--- src/rtl/serial_add_ctrl_pkg.sv ---
// serial_add_pkg -- shared types and defaults for the bit-serial adder slice.
//   state_t          : controller FSM encoding (IDLE, ADD, DONE)
//   DEFAULT_NUM_BITS : default operand/result width
package serial_add_pkg;

   localparam int DEFAULT_NUM_BITS = 32'd8;

   typedef enum logic [1:0] {
      IDLE = 2'd0,
      ADD  = 2'd1,
      DONE = 2'd2
   } state_t;

endpackage

--- src/rtl/serial_add_ctrl_if.sv ---
// serial_add_ctrl_if -- start/done request bus between a datapath and the
// bit-serial addition controller.
//   start, a, b, carry_in : request and operands (driven by master)
//   busy, done            : progress/completion status (driven by slave)
//   sum, carry_out        : held result of the last completed addition
interface serial_add_ctrl_if #(
   parameter int NUM_BITS = 32'd8
);

   logic                start;
   logic [NUM_BITS-1:0] a;
   logic [NUM_BITS-1:0] b;
   logic                carry_in;
   logic                busy;
   logic                done;
   logic [NUM_BITS-1:0] sum;
   logic                carry_out;

   modport master (
      output start, a, b, carry_in,
      input  busy, done, sum, carry_out
   );

   modport slave (
      input  start, a, b, carry_in,
      output busy, done, sum, carry_out
   );

endinterface

--- src/rtl/serial_add_ctrl_adder_1bit.sv ---
// adder_1bit -- combinational single-bit full adder.
//   a, b, cin : addend bits and incoming carry
//   sum, cout : sum bit and outgoing carry
module adder_1bit (
   input  logic a,
   input  logic b,
   input  logic cin,
   output logic sum,
   output logic cout
);

   assign sum  = a ^ b ^ cin;
   assign cout = (a & b) | (a & cin) | (b & cin);

endmodule

--- src/rtl/serial_add_ctrl.sv ---
// serial_add_ctrl -- adds two NUM_BITS operands LSB first through one shared
// full adder, one bit per clock, and holds the result until the next run.
//   clk   : rising-edge clock
//   n_rst : asynchronous active-low reset
//   bus   : serial_add_ctrl_if slave (start/a/b/carry_in in,
//           busy/done/sum/carry_out out)
module serial_add_ctrl
   import serial_add_pkg::*;
#(
   parameter int NUM_BITS = DEFAULT_NUM_BITS
) (
   input  logic               clk,
   input  logic               n_rst,
   serial_add_ctrl_if.slave   bus
);

   localparam int                CNT_W    = $clog2(NUM_BITS);
   localparam logic [CNT_W-1:0]  LAST_CNT = CNT_W'(NUM_BITS - 1);

   state_t              state_r;
   logic [NUM_BITS-1:0] a_shreg_r;
   logic [NUM_BITS-1:0] b_shreg_r;
   // Only the upper NUM_BITS-1 result bits are kept: the lowest bit of the
   // conceptual result shift register would be shifted out before anyone
   // could read it, so it never needs storage.
   logic [NUM_BITS-2:0] result_shreg_r;
   logic                carry_r;
   logic [CNT_W-1:0]    cnt_r;
   logic [NUM_BITS-1:0] sum_r;
   logic                carry_out_r;

   logic                fa_sum_s;
   logic                fa_cout_s;
   logic [NUM_BITS-1:0] result_next_s;

   adder_1bit u_adder (
      .a    (a_shreg_r[0]),
      .b    (b_shreg_r[0]),
      .cin  (carry_r),
      .sum  (fa_sum_s),
      .cout (fa_cout_s)
   );

   // New sum bit enters at the MSB; the complete word is ready on the last bit.
   assign result_next_s = {fa_sum_s, result_shreg_r};

   // Controller FSM with operand/result shift registers and held outputs.
   always_ff @(posedge clk or negedge n_rst) begin
      if (!n_rst) begin
         state_r        <= IDLE;
         a_shreg_r      <= '0;
         b_shreg_r      <= '0;
         result_shreg_r <= '0;
         carry_r        <= 1'b0;
         cnt_r          <= '0;
         sum_r          <= '0;
         carry_out_r    <= 1'b0;
      end else begin
         case (state_r)
            IDLE: begin
               if (bus.start) begin
                  a_shreg_r <= bus.a;
                  b_shreg_r <= bus.b;
                  carry_r   <= bus.carry_in;
                  cnt_r     <= '0;
                  state_r   <= ADD;
               end else begin
                  state_r   <= IDLE;
               end
            end
            ADD: begin
               a_shreg_r      <= {1'b0, a_shreg_r[NUM_BITS-1:1]};
               b_shreg_r      <= {1'b0, b_shreg_r[NUM_BITS-1:1]};
               result_shreg_r <= result_next_s[NUM_BITS-1:1];
               carry_r        <= fa_cout_s;
               cnt_r          <= cnt_r + CNT_W'(1);
               if (cnt_r == LAST_CNT) begin
                  sum_r       <= result_next_s;
                  carry_out_r <= fa_cout_s;
                  state_r     <= DONE;
               end else begin
                  state_r     <= ADD;
               end
            end
            DONE: begin
               state_r <= IDLE;
            end
            default: begin
               state_r <= IDLE;
            end
         endcase
      end
   end

   assign bus.busy      = (state_r == ADD);
   assign bus.done      = (state_r == DONE);
   assign bus.sum       = sum_r;
   assign bus.carry_out = carry_out_r;

endmodule

--- src/flat_wrapper.sv ---
// flat-port wrapper written by rule: the top's interface ports become plain ports
module serial_add_ctrl_flat import serial_add_pkg::*;
#(
   parameter int NUM_BITS = DEFAULT_NUM_BITS
)
  (clk, n_rst, bus_start, bus_a, bus_b, bus_carry_in, bus_busy, bus_done, bus_sum, bus_carry_out);
  serial_add_ctrl_if #(.NUM_BITS(NUM_BITS)) bus_i ();
  input  logic clk;
  input  logic n_rst;
  input wire logic [$bits(bus_i.start)-1:0] bus_start;
  input wire logic [$bits(bus_i.a)-1:0] bus_a;
  input wire logic [$bits(bus_i.b)-1:0] bus_b;
  input wire logic [$bits(bus_i.carry_in)-1:0] bus_carry_in;
  output wire logic [$bits(bus_i.busy)-1:0] bus_busy;
  output wire logic [$bits(bus_i.done)-1:0] bus_done;
  output wire logic [$bits(bus_i.sum)-1:0] bus_sum;
  output wire logic [$bits(bus_i.carry_out)-1:0] bus_carry_out;
  assign bus_i.start = bus_start;
  assign bus_i.a = bus_a;
  assign bus_i.b = bus_b;
  assign bus_i.carry_in = bus_carry_in;
  assign bus_busy = bus_i.busy;
  assign bus_done = bus_i.done;
  assign bus_sum = bus_i.sum;
  assign bus_carry_out = bus_i.carry_out;
  serial_add_ctrl #(.NUM_BITS(NUM_BITS)) u_core (.clk(clk), .n_rst(n_rst), .bus(bus_i));
endmodule
--- config.mk ---
export PLATFORM = sky130hd
export DESIGN_NAME = serial_add_ctrl_flat
export DESIGN_NICKNAME = d
export VERILOG_FILES = /design/src/rtl/serial_add_ctrl_pkg.sv /design/src/rtl/serial_add_ctrl_if.sv /design/src/rtl/serial_add_ctrl_adder_1bit.sv /design/src/rtl/serial_add_ctrl.sv /design/src/flat_wrapper.sv
export SDC_FILE = /design/constraint.sdc
export NUM_CORES = 1
export LEC_CHECK = 0
export CAP_MARGIN = 25
export CORE_MARGIN = 2
export CORE_UTILIZATION = 51
export DETAILED_ROUTE_END_ITERATION = 12
export PLACE_DENSITY = 0.78
export SYNTH_ARGS = -nofsm -noshare
export SYNTH_HDL_FRONTEND = slang
export SYNTH_SLANG_ARGS = --single-unit
--- constraint.sdc ---
create_clock -name clk -period 1.84 [get_ports clk]
set_input_delay 0.46 -clock clk [delete_from_list [all_inputs] [get_ports clk]]
set_output_delay 0.46 -clock clk [all_outputs]
set_load 0.01 [all_outputs]
# ---- After elaboration in Yosys (flattened, before gate mapping)
# Index checks and enable logic that the tools add are counted.
dict set report word_totals {
  register_bits 38
  latchBits 0
  ram_bits 0
  mem_bits_ro 0
  input_bits 20
  output_inout_bits 11
  word_cells 35
  mem_count 0
}
dict set report classes {
  n_addsub 1
  mul 0
  n_div 0
  order_cmp 0
  eq_ne 4
  shifts 0
  n_mux 11
  n_bitwise 7
  reduce_logical 4
}
# cell n
set op_table {}
lappend op_table {{8-bit case mux with 2 select lines} 2}
lappend op_table {{8-bit two-way mux} 2}
lappend op_table {{3-bit case mux with 2 select lines} 1}
lappend op_table {{2-bit case mux with 2 select lines} 1}
lappend op_table {{2-bit AND reduction} 2}
lappend op_table {{3-bit by 1-bit adder with 3-bit output (second input constant)} 1}
lappend op_table {{1-bit bitwise AND} 3}
lappend op_table {{3-bit equality test (second input constant)} 1}
lappend op_table {{3-bit two-way mux} 1}
lappend op_table {{2-bit by 1-bit equality test with 1-bit output (second input constant)} 1}
lappend op_table {{2-bit equality test (second input constant)} 1}
lappend op_table {{2-bit zero test} 1}
lappend op_table {{1-bit two-way mux} 2}
lappend op_table {{2-bit two-way mux} 1}
lappend op_table {{2-bit inequality test (second input constant)} 1}
lappend op_table {{1-bit bitwise OR} 2}
lappend op_table {{1-bit case mux with 2 select lines} 1}
lappend op_table {{2-bit nonzero test} 1}
lappend op_table {{1-bit bitwise XOR} 2}

# ---- Longest topological paths before layout
# Gate-level depths: netlist of the first run.
dict set report logic_depth {
  word_depth 4
  ltp_mapped 5
  mapped_depth_nobuf 4
}

# ---- By module
# Synthesis of the first run repeated with hierarchy kept, for this count alone.
dict set report unflattened {
  hier_cells 117
  hier_area_um2 1730.4
}
# module n_inst cells_per_inst area_per_inst_um2 seq_area_each_um2
set modules_own_cells {}
lappend modules_own_cells {serial_add_ctrl 1 116 1710.4 950.9}
lappend modules_own_cells {adder_1bit 1 1 20.0 0.0}

# ---- Least setup slack after synthesis of the first run
# Ideal clock, no wire load.
dict set report synth_path {
  path_kind {reg2reg}
  from {reg u_core.cnt_r[0]}
  to {reg u_core.carry_out_r (netlist: u_core.bus.carry_out)}
  setup_time_ps 125
  t_arrival_ps 1342
  t_required_ps 1715
  slack_ps 373
  path_stages_with_launch 6
  n_path_buf 1
  synth_period_minus_slack_ps 1467
  cell_sequence {dfrtp_1 > ha_1 > ha_1 > nand3b_1 > buf_2 > mux2_2}
}
dict set report synth_via {
  elab_chain_cells 2
}
# element line
set synth_lines {}
lappend synth_lines {{start: declaration} serial_add_ctrl.sv:28} ;# logic [CNT_W-1:0] cnt_r;
lappend synth_lines {{start signal: assignment} serial_add_ctrl.sv:76} ;# cnt_r <= cnt_r + CNT_W'(1);
lappend synth_lines {{3-bit equality test} serial_add_ctrl.sv:77} ;# if (cnt_r == LAST_CNT) begin
lappend synth_lines {{2-bit AND reduction (no line)} n/a}
lappend synth_lines {{end signal: assignment} serial_add_ctrl.sv:79} ;# carry_out_r <= fa_cout_s;
lappend synth_lines {{end: declaration} serial_add_ctrl.sv:30} ;# logic carry_out_r;
# No other way between the ends.
# A chain may end at the register's enable or synchronous reset.

# ---- Worst setup path after layout of the first run
dict set report layout_path {
  from {reg u_core.sum_r[0] (netlist: u_core.bus.sum[0])}
  to {out bus_sum[0]}
}
# element line
set layout_lines {}
lappend layout_lines {{start: declaration} serial_add_ctrl.sv:29} ;# logic [NUM_BITS-1:0] sum_r;
lappend layout_lines {{start signal: assignment} serial_add_ctrl.sv:78} ;# sum_r <= result_next_s;
lappend layout_lines {{end: declaration} flat_wrapper.sv:16} ;# output wire logic [$bits(bus_i.sum)-1:0] bus_sum;
# No word-level cell between the ends.

==> results_dict.tcl, run 1 <==
set metrics [dict create \
    slew_headroom_pct 68.7 \
    synth_top_area_share_pct 55.2 \
    grt_max_degree 22 \
    nets 196 \
    fmax_mhz 590 \
    setup_tns_ps 0 \
    gp_congestion 0.889 \
    cts_hold_buf 0 \
    hp-class "primary input to async pin" \
    num_antenna_cells 0 \
    cts_buffers 5 \
    wirelength_mm 3.27 \
    asyncSetResetFlopFracSynth_pct 100 \
    clock_skew_ps 6.53 \
    ir_drop_uv 853 \
    grt_pass1_vias 1158 \
    synth-edff-count 0 \
    reg2reg_setup_slack_ps 270 \
    seq_area_frac_synth_pct 55.2 \
    fin_crit_sh_pct 92.0 \
    cts_tree "yes" \
    cts_root_buffer "clkbuf_4" \
    drtAntennaViolNets 0 \
    syn-num-nets 161 \
    antenna_found_initial 0 \
    pin_count 31 \
    rsz0062_at_grt "false" \
    cp_cell_sequence "clkdlybuf4s50_1" \
    use_met1_pct 24.5 \
    cts.htree.levels 2 \
    worst_path_dominant_cell_family "buffers and inverters" \
    overflow 0 \
    dpl.hpwl_mm 2.33 \
    p_leak_nw 0.953 \
    p_per_area_nw_per_um2 1560 \
    drcViolationCount 0 \
    drtPass1Iterations 4 \
    netSwitchingPower_w 0.00111 \
    yosys.area.top_type "dfrtp_1" \
    crit_buf_inv 1 \
    use_met3_pct 4.53 \
    cts.clk_slew.worst_paths_ps 110 \
    cp_data_required_time_ps 1380 \
    postSynthAreaPerCell_um2 12.5 \
    cap_violations 0 \
    vias_per_cell 5.45 \
    cts_sinks 38 \
    grt.total_usage_pct 18.5 \
    synth.most_common_cell "dfrtp_1" \
    fp.dieW_um 62.1 \
    initial_utilization_pct 52.5 \
    via_count 1199 \
    clkPwrFrac_pct 13.0 \
    fillers 254 \
    rr_startpoint "u_core.state_r[1]" \
    seqPwrFrac_pct 43.3 \
    yosysWarnings 0 \
    clkLatencyLatePin_ps 330 \
    syn_area_um2 1720 \
    clockBufferDepth 2 \
    setup_viol_count_final 0 \
    top_usage_layer "met2" \
    synth.area.top_cells "dfrtp_1 (55%), mux2_2 (10%), nor4b_1 (5.1%), nor3b_1 (4.8%), a211oi_1 (4.4%)" \
    switching_share_pct 33.0 \
    rows 21 \
    hold_viol 0 \
    ys_seq_elements 38 \
    synth_top_flop_cell "dfrtp_1" \
    arrival_ps 1230 \
    slowest_stage "clkdlybuf4s50_1" \
    numPortBuffers 30 \
    p_comb_share_pct 43.7 \
    endpoint_kind "output port" \
    use_met2_pct 28.4 \
    reg2reg_depth 5 \
    p_int_w 0.00226 \
    fp.dieH_um 62.1 \
    routedWlPerCell_um 14.9 \
    rr_endpoint "u_core.b_shreg_r[2]" \
    drive_gt1_share_pct 20.1 \
    critPathMaxStageDelay_ps 530 \
    status "complete, no violations" \
    syn_inst 138 \
    synth_cell_type_count 21 \
    period_minus_slack_ps 1690 \
    drv_slew 0 \
    startpoint_type "flop" \
    area_growth_pct 25.1 \
    whs_ps 68.0 \
    die-area_um2 3860 \
    tightest_slew_ps 469 \
    drt_iter0_drc 87 \
    critPathKind "flop to output port" \
    coreArea_um2 3280 \
    grt_pass1_wl_mm 5.44 \
    path_max_fanout 2 \
    synth_common_cells "dfrtp_1 (38), inv_1 (17), mux2_2 (16)" \
]
==> registers in the layout (all words and copies together) (netlist names) <==
register,cells
u_core.bus.carry_out,1
u_core.carry_r,1
u_core.b_shreg_r,8
u_core.result_shreg_r,7
u_core.state_r,2
u_core.cnt_r,3
u_core.a_shreg_r,8
u_core.bus.sum,8
==> final cells by class <==
cell class              instances  area [um2]  area share (%)
clock buffers                   7        55.1            2.55
clock inverters                 1        5.00           0.232
well taps                      46        57.6            2.67
inverters                      17        63.8            2.96
flip-flops and latches         38         951            44.1
repair buffers                 40         393            18.2
multi-input cells              71         632            29.3
==> power groups by stage <==
stage / Clock (W) / Combinational [W] / Sequential [W]
after floorplan: 0 / 0.000963 / 0.00147
final: 0.000438 / 0.00147 / 0.00146
after detailed placement: 0 / 0.00148 / 0.00148
after global routing: 0.000489 / 0.00163 / 0.00151
after CTS: 0.000452 / 0.00148 / 0.00146
after global placement: 0 / 0.00141 / 0.00146
==> metal layers <==
layer / part of all wire (%) / vias to the layer above
li1: - / 559
met1: 42 / 603
met2: 51 / 28
met3: 4.4 / 9
met4: 2.7 / 0
met5: 0 / -
==> cells in the final DEF (no fill, tap or decap) <==
| cell type | instances |
|---|---|
| a211oi_1 | 10 |
| a21oi_1 | 1 |
| a222oi_1 | 5 |
| a22o_1 | 4 |
| buf_12 | 2 |
| buf_2 | 1 |
| buf_4 | 8 |
| clkbuf_1 | 1 |
| clkbuf_4 | 5 |
| clkbuf_8 | 1 |
| clkdlybuf4s50_1 | 27 |
| clkinv_2 | 1 |
| dfrtp_1 | 38 |
| dlygate4sd2_1 | 2 |
| fa_1 | 1 |
| ha_1 | 2 |
| inv_1 | 17 |
| mux2_1 | 1 |
| mux2_2 | 16 |
| nand3b_1 | 1 |
| nor2_1 | 5 |
| nor2b_1 | 2 |
| nor2b_4 | 1 |
| nor3b_1 | 11 |
| nor4b_1 | 10 |
| o21bai_1 | 1 |
==> metrics by stage <==
stage	instance area (um2)	power, W	worst slack [ps]	std cells	util [%]
floorplan	1720	0.00243	373	138	-
global placement	2090	0.00286	160	211	63.7
detailed placement	2090	0.00296	102	211	63.7
CTS	2160	0.00340	131	220	65.7
global route	2160	0.00363	87.9	220	65.7
finish	2160	0.00337	146	220	65.7
==> worst max path at each step <==
stage	start	end	slack [ps]	cells past startpoint
after floorplan	u_core.cnt_r[0]	u_core.bus.carry_out	370	5
after global placement	bus_start	u_core.cnt_r[0]	160	4
after detailed placement	bus_start	u_core.a_shreg_r[3]	100	4
after CTS	u_core.bus.carry_out	bus_carry_out	130	1
after global routing	u_core.bus.sum[0]	bus_sum[0]	90	1
final	u_core.bus.sum[0]	bus_sum[0]	150	1
==> cells by family (layout without fill, tap and decap cells) <==
logic type / count (synthesis) / count (layout) / share of synthesized area (%)
AO/OA/AOI/OAI: 21 / 21 / 10.0
adder cells (fa/ha/maj): 3 / 3 / 2.61
buffers and inverters: 29 / 65 / 8.20
flip-flops: 38 / 38 / 55.2
multiplexers: 17 / 17 / 11.1
AND/OR/NAND/NOR: 30 / 30 / 12.9
==> what timing repair did <==
action | CTS | global route
resized for setup | 2 | 0
endpoints found under the setup margin | 2 | 0
buffers inserted | 1 | 0
(Power assumes the default switching activity.)
==> inputs of run 2 (changes only) <==
SLEW_MARGIN = 15   (was not set)
==> results of run 2 <==
The final DEF is identical to that of run 1; final timing and power are the same.
